File: src/rtl/coherent_memory_control.sv
// coherent_memory_control: responder end of the two-CPU cache interface.
// Arbitrates instruction fetches, data fills and write-backs from two caches onto one
// single-ported RAM. Drives MSI snoop/invalidate/wait signals. Forwards dirty words
// cache-to-cache while the same word is written to RAM.
// Build option: define MEMCTRL_RR_EN to enable a round-robin tie-break pointer.
// If it is not defined, CPU0 wins ties.
// ramstate encoding: 0 FREE, 1 BUSY, 2 ACCESS, 3 ERROR.
module coherent_memory_control #(
    parameter int unsigned CPUS   = 2,
    parameter int unsigned WORD_W = 32
) (
    input  logic                         CLK,
    input  logic                         RST,
    input  logic [CPUS-1:0]              iREN,
    input  logic [CPUS-1:0]              dREN,
    input  logic [CPUS-1:0]              dWEN,
    input  logic [CPUS-1:0][WORD_W-1:0]  iaddr,
    input  logic [CPUS-1:0][WORD_W-1:0]  daddr,
    input  logic [CPUS-1:0][WORD_W-1:0]  dstore,
    input  logic [CPUS-1:0]              ccwrite,
    input  logic [CPUS-1:0]              cctrans,
    output logic [CPUS-1:0]              iwait,
    output logic [CPUS-1:0]              dwait,
    output logic [CPUS-1:0][WORD_W-1:0]  iload,
    output logic [CPUS-1:0][WORD_W-1:0]  dload,
    output logic [CPUS-1:0]              ccwait,
    output logic [CPUS-1:0]              ccinv,
    output logic [CPUS-1:0][WORD_W-1:0]  ccsnoopaddr,
    output logic                         ramREN,
    output logic                         ramWEN,
    output logic [WORD_W-1:0]            ramaddr,
    output logic [WORD_W-1:0]            ramstore,
    input  logic [WORD_W-1:0]            ramload,
    input  logic [1:0]                   ramstate
);

    localparam logic [1:0] RamAccess = 2'd2;

    typedef enum logic [2:0] {
        StIdle,
        StIfetch,
        StWb,
        StSnoop,
        StFillRam,
        StFillC2c
    } state_e;

    state_e state_q;
    logic   grant_q;   // CPU currently owning the RAM
    logic   done_q;    // a completion pulse is being presented this cycle
    logic   snooper;   // the non-granted CPU
    logic   cur_req;   // granted request line for the current state

    state_e arb_state;
    logic   arb_grant;
    logic [CPUS-1:0] arb_req;

    // cctrans is informational only
    logic unused_cctrans;
    assign unused_cctrans = ^cctrans;

    assign snooper = ~grant_q;

`ifdef MEMCTRL_RR_EN
    logic rr_q;

    // Tie-break by the round-robin pointer
    function automatic logic pick(input logic [1:0] req, input logic pref);
        if (req == 2'b11) return pref;
        return req[0] ? 1'b0 : 1'b1;
    endfunction
`else
    // Fixed priority: CPU0 wins ties
    function automatic logic pick(input logic [1:0] req);
        return req[0] ? 1'b0 : 1'b1;
    endfunction
`endif

    // Class priority dWEN > dREN > iREN, then CPU selection within the class
    always_comb begin
        arb_state = StIdle;
        arb_req   = '0;
        if (|dWEN) begin
            arb_state = StWb;
            arb_req   = dWEN;
        end else if (|dREN) begin
            arb_state = StSnoop;
            arb_req   = dREN;
        end else if (|iREN) begin
            arb_state = StIfetch;
            arb_req   = iREN;
        end
`ifdef MEMCTRL_RR_EN
        arb_grant = pick(arb_req, rr_q);
`else
        arb_grant = pick(arb_req);
`endif
    end

    // Request line that holds the current grant
    always_comb begin
        cur_req = 1'b0;
        case (state_q)
            StIfetch:                    cur_req = iREN[grant_q];
            StWb:                        cur_req = dWEN[grant_q];
            StSnoop, StFillRam, StFillC2c: cur_req = dREN[grant_q];
            default:                     cur_req = 1'b0;
        endcase
    end

    // Controller FSM with registered outputs
    always_ff @(posedge CLK) begin
        if (RST) begin
            state_q     <= StIdle;
            grant_q     <= 1'b0;
            done_q      <= 1'b0;
            iwait       <= '1;
            dwait       <= '1;
            iload       <= '0;
            dload       <= '0;
            ccwait      <= '0;
            ccinv       <= '0;
            ccsnoopaddr <= '0;
            ramREN      <= 1'b0;
            ramWEN      <= 1'b0;
            ramaddr     <= '0;
            ramstore    <= '0;
`ifdef MEMCTRL_RR_EN
            rr_q        <= 1'b0;
`endif
        end else begin
            // Completion pulses last exactly one cycle
            iwait <= '1;
            dwait <= '1;
            case (state_q)
                StIdle: begin
                    ccwait <= '0;
                    ccinv  <= '0;
                    ramREN <= 1'b0;
                    ramWEN <= 1'b0;
                    done_q <= 1'b0;
                    if (arb_state != StIdle) begin
                        state_q <= arb_state;
                        grant_q <= arb_grant;
                        if (arb_state == StWb) begin
                            ramWEN   <= 1'b1;
                            ramaddr  <= daddr[arb_grant];
                            ramstore <= dstore[arb_grant];
                        end else if (arb_state == StSnoop) begin
                            ccwait[~arb_grant]      <= 1'b1;
                            ccsnoopaddr[~arb_grant] <= daddr[arb_grant];
                            ccinv[~arb_grant]       <= ccwrite[arb_grant];
                        end else begin
                            ramREN  <= 1'b1;
                            ramaddr <= iaddr[arb_grant];
                        end
                    end
                end
                default: begin
                    if (state_q == StSnoop || state_q == StFillRam || state_q == StFillC2c) begin
                        ccsnoopaddr[snooper] <= daddr[grant_q];
                    end
                    if (!cur_req) begin
                        // Grant released: drop everything and let IDLE re-arbitrate
                        state_q <= StIdle;
                        ramREN  <= 1'b0;
                        ramWEN  <= 1'b0;
                        ccwait  <= '0;
                        ccinv   <= '0;
                        done_q  <= 1'b0;
`ifdef MEMCTRL_RR_EN
                        rr_q    <= ~grant_q;
`endif
                    end else if (state_q == StSnoop) begin
                        // Snooper answers hit-dirty: source the word from its cache
                        if (ccwrite[snooper]) begin
                            state_q  <= StFillC2c;
                            ramWEN   <= 1'b1;
                            ramaddr  <= daddr[grant_q];
                            ramstore <= dstore[snooper];
                        end else begin
                            state_q <= StFillRam;
                            ramREN  <= 1'b1;
                            ramaddr <= daddr[grant_q];
                        end
                    end else if (done_q) begin
                        // Request still held after a completion: next word of the burst
                        done_q <= 1'b0;
                        case (state_q)
                            StIfetch: begin
                                ramREN  <= 1'b1;
                                ramaddr <= iaddr[grant_q];
                            end
                            StWb: begin
                                ramWEN   <= 1'b1;
                                ramaddr  <= daddr[grant_q];
                                ramstore <= dstore[grant_q];
                            end
                            StFillRam: begin
                                ramREN  <= 1'b1;
                                ramaddr <= daddr[grant_q];
                            end
                            StFillC2c: begin
                                ramWEN   <= 1'b1;
                                ramaddr  <= daddr[grant_q];
                                ramstore <= dstore[snooper];
                            end
                            default: ;
                        endcase
                    end else if (ramstate == RamAccess) begin
                        // BUSY/FREE/ERROR fall through: enables and addresses held
                        ramREN <= 1'b0;
                        ramWEN <= 1'b0;
                        done_q <= 1'b1;
                        case (state_q)
                            StIfetch: begin
                                iwait[grant_q] <= 1'b0;
                                iload[grant_q] <= ramload;
                            end
                            StWb: begin
                                dwait[grant_q] <= 1'b0;
                            end
                            StFillRam: begin
                                dwait[grant_q] <= 1'b0;
                                dload[grant_q] <= ramload;
                            end
                            StFillC2c: begin
                                dwait[grant_q] <= 1'b0;
                                dwait[snooper] <= 1'b0;
                                dload[grant_q] <= ramstore;
                            end
                            default: ;
                        endcase
                    end
                end
            endcase
        end
    end

endmodule
File: config.mk
export PLATFORM = sky130hd
export DESIGN_NAME = coherent_memory_control
export DESIGN_NICKNAME = d
export VERILOG_FILES = /design/src/rtl/coherent_memory_control.sv
export SDC_FILE = /design/constraint.sdc
export NUM_CORES = 1
export LEC_CHECK = 0
export BUFFER_PORTS_ARGS = -buffer_cell sky130_fd_sc_hd__buf_4
export CORE_AREA = 2 2 199 201
export CTS_BUF_LIST = sky130_fd_sc_hd__clkbuf_16
export CTS_CLUSTER_DIAMETER = 200
export DETAILED_ROUTE_END_ITERATION = 8
export DIE_AREA = 0 0 201 203
export HOLD_SLACK_MARGIN = 0.06
export PLACE_DENSITY = 0.55
export SLEW_MARGIN = 40
export SYNTH_ARGS = -nofsm -noshare
export SYNTH_HDL_FRONTEND = slang
export SYNTH_SLANG_ARGS = --single-unit
File: constraint.sdc
create_clock -name CLK -period 3.46 [get_ports CLK]
set_input_delay 0.692 -clock CLK [delete_from_list [all_inputs] [get_ports CLK]]
set_output_delay 0.692 -clock CLK [all_outputs]
set_load 0.05 [all_outputs]
==> reports/metrics.yaml, run 1 <==
cells_and_area:
  antenna_cells: 0
  fin_cells: 2544
  nNetsFinal: 2239
  final_area_mm2: 0.0182
  drive_above_1_share_pct: 32.5
  fin_util_pct: 47.4
  area_growth_pct: 43.0
run_status:
  status: "finished clean"
grt:
  first_global_vias: 13500
  grt.total_usage_pct: 26.6
  grt.overflow.total: 0
  grt_max_degree: 121
  antenna_found_initial: 0
  grt_pass1_wl_um: 84700
power_and_ir_drop:
  intPower_mw: 6.36
  finalPower_mw: 9.41
  power_frac_comb_pct: 23.7
  clockPowerShare_pct: 40.0
  switching_power_mw: 3.05
  seqPwrFrac_pct: 36.3
  power_density_mw_per_mm2: 516
  leakagePower_nw: 7.49
  swShare_pct: 32.4
  ir_drop_v: 0.000291
die:
  initial_utilization_pct: 33.2
  die-height_um: 203
  top_level_ports: 504
  die_area_mm2: 0.0408
  core-area_mm2: 0.0385
  fp.dieW_um: 201
  rows: 72
timing:
  fin_crit_sh_pct: 81.0
  setup_ws_ns: 0.656
  fmax_mhz: 357
  setup_tns_ns: 0
  worst_slew_pin_slew_ns: 0.755
  rsz0062_at_grt: "no"
  final-setup-viol-count: 0
  hold_viol_final: 0
  skew_ns: 0.0137
  period_needed_ns: 2.80
  whs_ns: 0.424
  max-slew-margin-rel_pct: 49.7
  drv_slew: 0
setup_path:
  setup.worst_path.start: "state_q[1]"
  worstSetupEndpointType: "flop"
  cp_max_fo: 23
  arrival_ns: 3.25
  required_ns: 3.90
  crit_type: "flop to flop"
  start_kind: "flop"
  r2r-start: "state_q[1]"
clock_network:
  cts.sinks: 271
  clk_path_buf_depth: 3
  post-cts-setup-buffer-count: 0
  h-tree-depth: 2
  hold_buffers: 0
  clk_latency_ns: 0.52
  clk_pin_slew_ns: 0.06
  ctsRootBufferMaster: "clkbuf_16"
  numCtsBuffers: 34
  cts_tree: "done"
  cts_resized: 0
place:
  placed_cell_area_mm2: 0.0171
  numPortBuffers: 501
  hpwl_um: 39800
  numPlacedInstances: 2483
  gp_congestion: 0.875
  pre_cts_ws_ns: 0.634
drt:
  dr_total_vias: 13900
  wire_per_inst_um: 22.1
  drt-total-wl_um: 56200
  drc: 0
  drt_iter0_drc: 835
  dr.pass1.iters: 5
  ant_nets: 0
  viasPerCell: 5.46
synth:
  synthTopCellsByCount: "nand2_1 (330), dfxtp_1 (271), a21oi_1 (140)"
  synthArstFlopShare_pct: 0
  synth_cells: 1571
  synth_seq_area_share_pct: 42.5
  synth_seq_cells: 271
  synth.distinct_cells: 58
  ys_top_cells_by_area: "dfxtp_1 (43%), nand2_1 (9.7%), mux2i_1 (5.6%)"
  synth_edf_count: 0
  dominantRegCellSynth: "dfxtp_1"
  syn_nets: 1809
  synth_most_common_cell: "nand2_1"
  avgSynthCellArea_um2: 8.12
  synth_top_area_share_pct: 42.5
  synth_top_area_cell: "dfxtp_1"
  synth_warnings: 0
  netlist_area_mm2: 0.0128
job:
  maxCapViolations: 0
worst_hold_path:
  holdCritPathClass: "input port to flop"
  hold_start: "ramload[17]"
## layout make-up
cell class                 instances  area, um2
tap                              518        648
sequential                       271       5430
multi-input combinational       1113       6660
inverter                          36        135
fill                            3770      20200
clock inverter                    26        302
clock buffer                      35        876
timing repair buffer             545       4200
## state kept, by name, indices dropped and copies added, names as in the netlist
| signal | flops |
|---|---|
| ramstore | 32 |
| ramaddr | 32 |
| ramREN | 1 |
| ccinv | 2 |
| dload | 64 |
| state_q | 3 |
| ccsnoopaddr | 64 |
| iwait | 2 |
| iload | 64 |
| ccwait | 2 |
| ramWEN | 1 |
| dwait | 2 |
| grant_q | 1 |
| done_q | 1 |
## layer usage
metal | part of all wire, % | track usage (%) | vias up
met5 | 0 | 0 | -
met4 | 2.7 | 7.49 | 0
met3 | 9.0 | 6.93 | 96
met2 | 48 | 45.1 | 669
met1 | 41 | 33.3 | 6635
li1 | - | - | 6482
## layout by cell type, fill, tap and decap left out, drive strengths merged, types with 3 or more instances in the layout
cell type,instances
a2111oi,3
a211oi,101
a21oi,140
a221oi,33
a2bb2oi,3
a31oi,31
buf,545
bufinv,6
clkbuf,35
clkinv,14
dfxtp,271
inv,41
mux2i,71
nand2,330
nand2b,6
nand4b,3
nor2,116
nor2b,34
nor3,6
o21ai,99
o221ai,62
o2bb2ai,31
or3,3
or3b,3
or4,3
## cell families after synthesis
kind of cell           Yosys count  share of synthesized area [%]
AO/OA/AOI/OAI                  525                           28.9
AND/OR/NAND/NOR                515                           16.8
flip-flops                     271                           42.5
buffers and inverters          187                           5.99
multiplexers                    72                           5.66
XOR/XNOR                         1                         0.0687
## power by group through the flow
stage          Clock [mW]  Combinational (mW)  Sequential, mW
2_1_floorplan           0               0.815            3.99
3_3_place_gp            0                2.21            3.47
3_5_place_dp            0                2.22            3.48
4_1_cts              3.84                2.23            3.41
5_1_grt              3.99                2.36            3.43
6_report             3.77                2.23            3.41
## critical path: stages, from the launching register on
cell	delay, ns
dfxtp_1	0.44
buf_4	0.25
or3_1	0.47
nor3_1	0.59
a32o_1	0.33
buf_4	0.33
nand2_1	0.13
a21oi_1	0.16
## final timing paths
kind,depth (start not counted),to,slack (ns)
setup / recovery,7,ccsnoopaddr[29],0.66
setup reg to reg,7,ccsnoopaddr[29],0.66
hold / removal,3,iload[49],0.42
hold reg to reg,2,ccsnoopaddr[51],0.45
Note: power is estimated with default switching activity, not from simulation.
==> run 2: changes to the inputs <==
clock period = 2.9 ns   (was 3.46 ns; I/O delays follow)
==> run 2 against run 1 <==
- routed wire length decreased by 0.82%
- count of clock-buffer cells in the layout is 4 lower
- global-route usage shrank 0.36 points
- highest routed layer unchanged
- via count is 0.90% lower
- non-clock buffer count is 6 higher
- first-iteration DRC count is 1.8% higher
- sequential cell count unchanged
- total power rose by 9.9%
- die area is the same
==> reports/metrics.yaml, run 2 (same netlist as run 1, synthesis figures left out) <==
timing:
  whs_ns: 0.272  # -0.152 ns
  fmax_mhz: 384  # +7.6%
  max-slew-margin-rel_pct: 48.7  # -0.94 points
  hold_viol_final: 0  # unchanged
  final-setup-viol-count: 0  # unchanged
  rsz0062_at_grt: "no"
  worst_slew_pin_slew_ns: 0.769  # +0.0142 ns
  setup_tns_ns: 0  # unchanged
  fin_crit_sh_pct: 89.9  # +8.8 points
  setup_ws_ns: 0.293  # -0.363 ns
  period_needed_ns: 2.61  # -0.197 ns
  drv_slew: 0  # unchanged
  skew_ns: 0.0124  # -0.00121 ns
drt:
  drt-total-wl_um: 55700  # -0.82%
  wire_per_inst_um: 21.9  # -0.82%
  viasPerCell: 5.41  # -0.90%
  wl_met1_um: 22600  # -0.89%
  wl_met2_um: 26600  # -0.76%
  drt_iter0_drc: 850  # +1.8%
  dr_total_vias: 13800  # -0.90%
  dr.pass1.iters: 5  # unchanged
  wl_met3_um: 5190  # +2.6%
  ant_nets: 0  # unchanged
  drc: 0  # unchanged
  top_layer_used: "met4"
die:
  die-height_um: 203  # unchanged
  die_area_mm2: 0.0408  # unchanged
  top_level_ports: 504  # unchanged
  rows: 72  # unchanged
  initial_utilization_pct: 33.2  # unchanged
  fp.dieW_um: 201  # unchanged
  core-area_mm2: 0.0385  # unchanged
clock_network:
  cts.sinks: 271  # unchanged
  clk_pin_slew_ns: 0.06  # about the same
  post-cts-setup-buffer-count: 0  # unchanged
  numCtsBuffers: 31  # -8.8%
  h-tree-depth: 1  # -1
  clk_latency_ns: 0.58  # +0.06 ns
  cts_tree: "done"
  ctsRootBufferMaster: "clkbuf_16"
  clk_path_buf_depth: 3  # unchanged
setup_path:
  start_kind: "flop"
  arrival_ns: 3.03  # -0.22 ns
  crit_type: "flop to flop"
  cp_max_fo: 32  # +39%
  worstSetupEndpointType: "flop"
  required_ns: 3.33  # -0.57 ns
cells_and_area:
  area_growth_pct: 41.3
  layout_commonest_cell: "buf_4"
  drive_above_1_share_pct: 32.1  # -0.39 points
  nNetsFinal: 2242  # +0.13%
  top_regs: "ccsnoopaddr (64), dload (64), iload (64)"
  final_cell_mix: "buf_4 (540), nand2_1 (330), dfxtp_1 (270)"
  antenna_cells: 0  # unchanged
place:
  hpwl_um: 39400  # -0.88%
  pre_cts_ws_ns: 0.0980  # -0.536 ns
  numPortBuffers: 501  # unchanged
  gp_congestion: 0.861  # -1.7%
grt:
  grt.total_usage_pct: 26.2  # -0.36 points
  first_global_vias: 13600  # +0.87%
  grt_max_degree: 96  # -21%
  antenna_found_initial: 0  # unchanged
  grt_pass1_wl_um: 83900  # -0.96%
  grt.overflow.total: 0  # unchanged
job:
  maxCapViolations: 0  # unchanged
worst_hold_path:
  holdCritPathClass: "input port to flop"
power_and_ir_drop:
  power_density_mw_per_mm2: 574  # +11%
  leakagePower_nw: 7.41  # -1.1%
  ir_drop_v: 0.000424  # +46%
run_status:
  status: "finished clean"
==> run 2: worst paths after layout <==
check	start	endpoint	slack, ns	cells after the start
worst max-delay path	state_q[2]	ramstore[3]	0.29	6
worst min-delay path	daddr[41]	ccsnoopaddr[9]	0.27	3
worst max register to register	state_q[2]	ramstore[3]	0.29	6
worst min register to register	ccsnoopaddr[40]	ccsnoopaddr[40]	0.45	2
==> run 2: what timing repair did <==
action | in CTS | in global routing
gates resized for setup | 0 | 1
endpoints found under the setup margin | 0 | 1
hold buffers | 0 | 0
==> run 2: layer usage <==
| layer | track usage [%] | vias to the layer above |
|---|---|---|
| li1 | - | 6489 |
| met1 | 32.3 | 6518 |
| met2 | 45.4 | 669 |
| met3 | 6.69 | 81 |
| met4 | 7.14 | 0 |
| met5 | 0 | - |
==> run 2: metrics by stage <==
| step | instance area, um2 | std cells | total power [mW] | util [%] |
|---|---|---|---|---|
| after floorplan | 12800 | 1571 | 5.73 | - |
| after global placement | 17100 | 2489 | 6.77 | 44.5 |
| after detailed placement | 17100 | 2489 | 6.80 | 44.5 |
| after CTS | 18000 | 2544 | 10.4 | 46.8 |
| after global routing | 18000 | 2544 | 10.8 | 46.9 |
| final | 18000 | 2544 | 10.3 | 46.9 |
==> run 2: layout make-up <==
class / instances / area (um2)
timing repair buffer: 551 / 4260
inverter: 36 / 135
clock inverter: 24 / 128
tap: 518 / 648
multi-input combinational: 1113 / 6650
clock buffer: 31 / 776
sequential: 271 / 5430
fill: 3752 / 20400
==> run 2: where the power goes <==
group	internal [mW]	total, mW	switching, mW
registers	3.92	4.06	0.142
clock network	2.00	3.61	1.61
logic	0.929	2.67	1.74
total	6.85	10.3	3.49
==> run 2: worst max-delay path, stage by stage (launching register included) <==
cell and delay [ns]:
dfxtp_1 0.43, buf_4 0.27, or3_1 0.55, o211ai_1 0.41, buf_12 0.29, mux2i_1 0.35, a211oi_1 0.12
==> run 3: changes to the inputs <==
CORE_AREA = 2 2 196 198   (was 2 2 199 201)
DIE_AREA = 0 0 198 200   (was 0 0 201 203)
PLACE_DENSITY = 0.56   (was 0.55)
==> run 3 against run 2 <==
- critical path depth unchanged
- maximum frequency down 4.2%
- cell count down 0.16%
- clock power up 9.4%
- combinational power about the same
- utilization up 1.5 points
- routed wire length up 0.40%
- final area up 0.36%
- global-route usage up 1.1 points
- die area down 2.9%
- critical endpoint is now ramstore[1]
- largest cell class unchanged
- highest routed layer unchanged
==> reports/metrics.yaml, run 3 (same netlist as run 1, synthesis figures left out) <==
setup_path:
  start_kind: "flop"
  r2r-start: "state_q[2]"
  setup.worst_path.start: "state_q[2]"
  required_ns: 3.29  # -0.04 ns
  worstSetupEndpointType: "flop"
  crit_type: "flop to flop"
  cp_max_fo: 32  # unchanged
  arrival_ns: 3.11  # +0.08 ns
timing:
  worst_slew_pin_slew_ns: 0.799  # +0.0294 ns
  fin_crit_sh_pct: 93.8  # +3.9 points
  period_needed_ns: 2.72  # +0.113 ns
  max-slew-margin-rel_pct: 46.6  # -2.1 points
  final-setup-viol-count: 0  # unchanged
  fmax_mhz: 368  # -4.2%
  whs_ns: 0.313  # +0.0413 ns
  hold_viol_final: 0  # unchanged
  drv_slew: 0  # unchanged
  setup_ws_ns: 0.180  # -0.113 ns
  setup_tns_ns: 0  # unchanged
  skew_ns: 0.0198  # +0.00738 ns
  rsz0062_at_grt: "no"
place:
  numPortBuffers: 501  # unchanged
  hpwl_um: 39700  # +0.70%
  placed_cell_area_mm2: 0.0171  # -0.24%
  pre_cts_ws_ns: 0.258  # +0.160 ns
  gp_congestion: 0.875  # +1.6%
drt:
  top_layer_used: "met4"
  wl_met2_um: 26400  # -0.69%
  wire_per_inst_um: 22.0  # +0.55%
  wl_met1_um: 22500  # -0.52%
  drc: 0  # unchanged
  viasPerCell: 5.40  # -0.22%
  ant_nets: 0  # unchanged
  dr_total_vias: 13700  # -0.38%
  drt-total-wl_um: 55900  # +0.40%
  dr.pass1.iters: 5  # unchanged
  wl_met3_um: 5370  # +3.4%
  drt_iter0_drc: 940  # +11%
grt:
  first_global_vias: 13200  # -2.6%
  antenna_found_initial: 2  # +2
  grt.overflow.total: 0  # unchanged
  grt_pass1_wl_um: 82700  # -1.4%
  grt_max_degree: 118  # +23%
  grt.total_usage_pct: 27.3  # +1.1 points
clock_network:
  numCtsBuffers: 35  # +13%
  cts.sinks: 271  # unchanged
  clk_pin_slew_ns: 0.06  # about the same
  clk_latency_ns: 0.54  # -0.04 ns
  ctsRootBufferMaster: "clkbuf_16"
  post-cts-setup-buffer-count: 0  # unchanged
  clk_path_buf_depth: 3  # unchanged
  hold_buffers: 0  # unchanged
  h-tree-depth: 2  # +1
  cts_resized: 0  # unchanged
  cts_tree: "done"
power_and_ir_drop:
  power_density_mw_per_mm2: 591  # +2.9%
  leakagePower_nw: 7.44  # +0.42%
  ir_drop_v: 0.000325  # -24%
cells_and_area:
  final_cell_mix: "buf_4 (542), nand2_1 (330), dfxtp_1 (270)"
  drive_above_1_share_pct: 32.4  # +0.28 points
  final.fill_count: 3718  # -0.91%
  fin_util_pct: 48.4  # +1.5 points
  area_growth_pct: 41.8
  nNetsFinal: 2245  # +0.13%
  layout_commonest_cell: "buf_4"
  multi_input_area_mm2: 0.00666  # about the same
  register_area_mm2: 0.00543  # unchanged
  top_regs: "ccsnoopaddr (64), dload (64), iload (64)"
  final_area_mm2: 0.0181  # +0.36%
die:
  rows: 71  # -1.4%
  die-height_um: 200  # -1.5%
  core-area_mm2: 0.0374  # -2.8%
  fp.dieW_um: 198  # -1.5%
  top_level_ports: 504  # unchanged
  die_area_mm2: 0.0396  # -2.9%
  initial_utilization_pct: 34.1  # +0.95 points
run_status:
  status: "finished clean"
worst_hold_path:
  hold_start: "daddr[19]"
  holdCritPathClass: "input port to flop"
job:
  maxCapViolations: 0  # unchanged
-- run 3: worst max-delay path, cell delays in order (launching register included) --
cell	delay [ns]
dfxtp_1	0.42
buf_4	0.26
or3_1	0.56
o211ai_1	0.49
buf_12	0.30
mux2i_1	0.37
a211oi_1	0.13
-- run 3: path summary, 6_finish.rpt --
check,cells after the start,slack [ns],end
setup / recovery,6,0.18,ramstore[1]
hold / removal,3,0.31,ccsnoopaddr[51]
setup reg to reg,6,0.18,ramstore[1]
hold reg to reg,2,0.45,ccsnoopaddr[38]
-- run 3: power breakdown --
group	total, mW	internal, mW	switching [mW]
Clock	3.95	2.27	1.69
Sequential	4.06	3.92	0.139
Combinational	2.67	0.918	1.75
-- run 3: cell type report --
cell class	count	area share, %
diodes	2	0.0277
clock buffers	35	4.84
clock inverters	22	0.712
inverters	36	0.747
multi-input cells	1113	36.8
flip-flops and latches	271	30.0
well taps	511	3.53
repair buffers	550	23.4
-- run 3: per-layer routing --
metal	GRT usage, %	vias up
li1	-	6501
met1	33.4	6456
met2	45.7	649
met3	7.75	99
met4	10.3	0
met5	0	-
-- run 3: stage by stage --
step	std cells	total power [mW]
6_report	2540	10.7
5_1_grt	2540	11.1
4_1_cts	2538	10.8
3_5_place_dp	2481	6.80
3_3_place_gp	2481	6.78
2_1_floorplan	1571	5.73
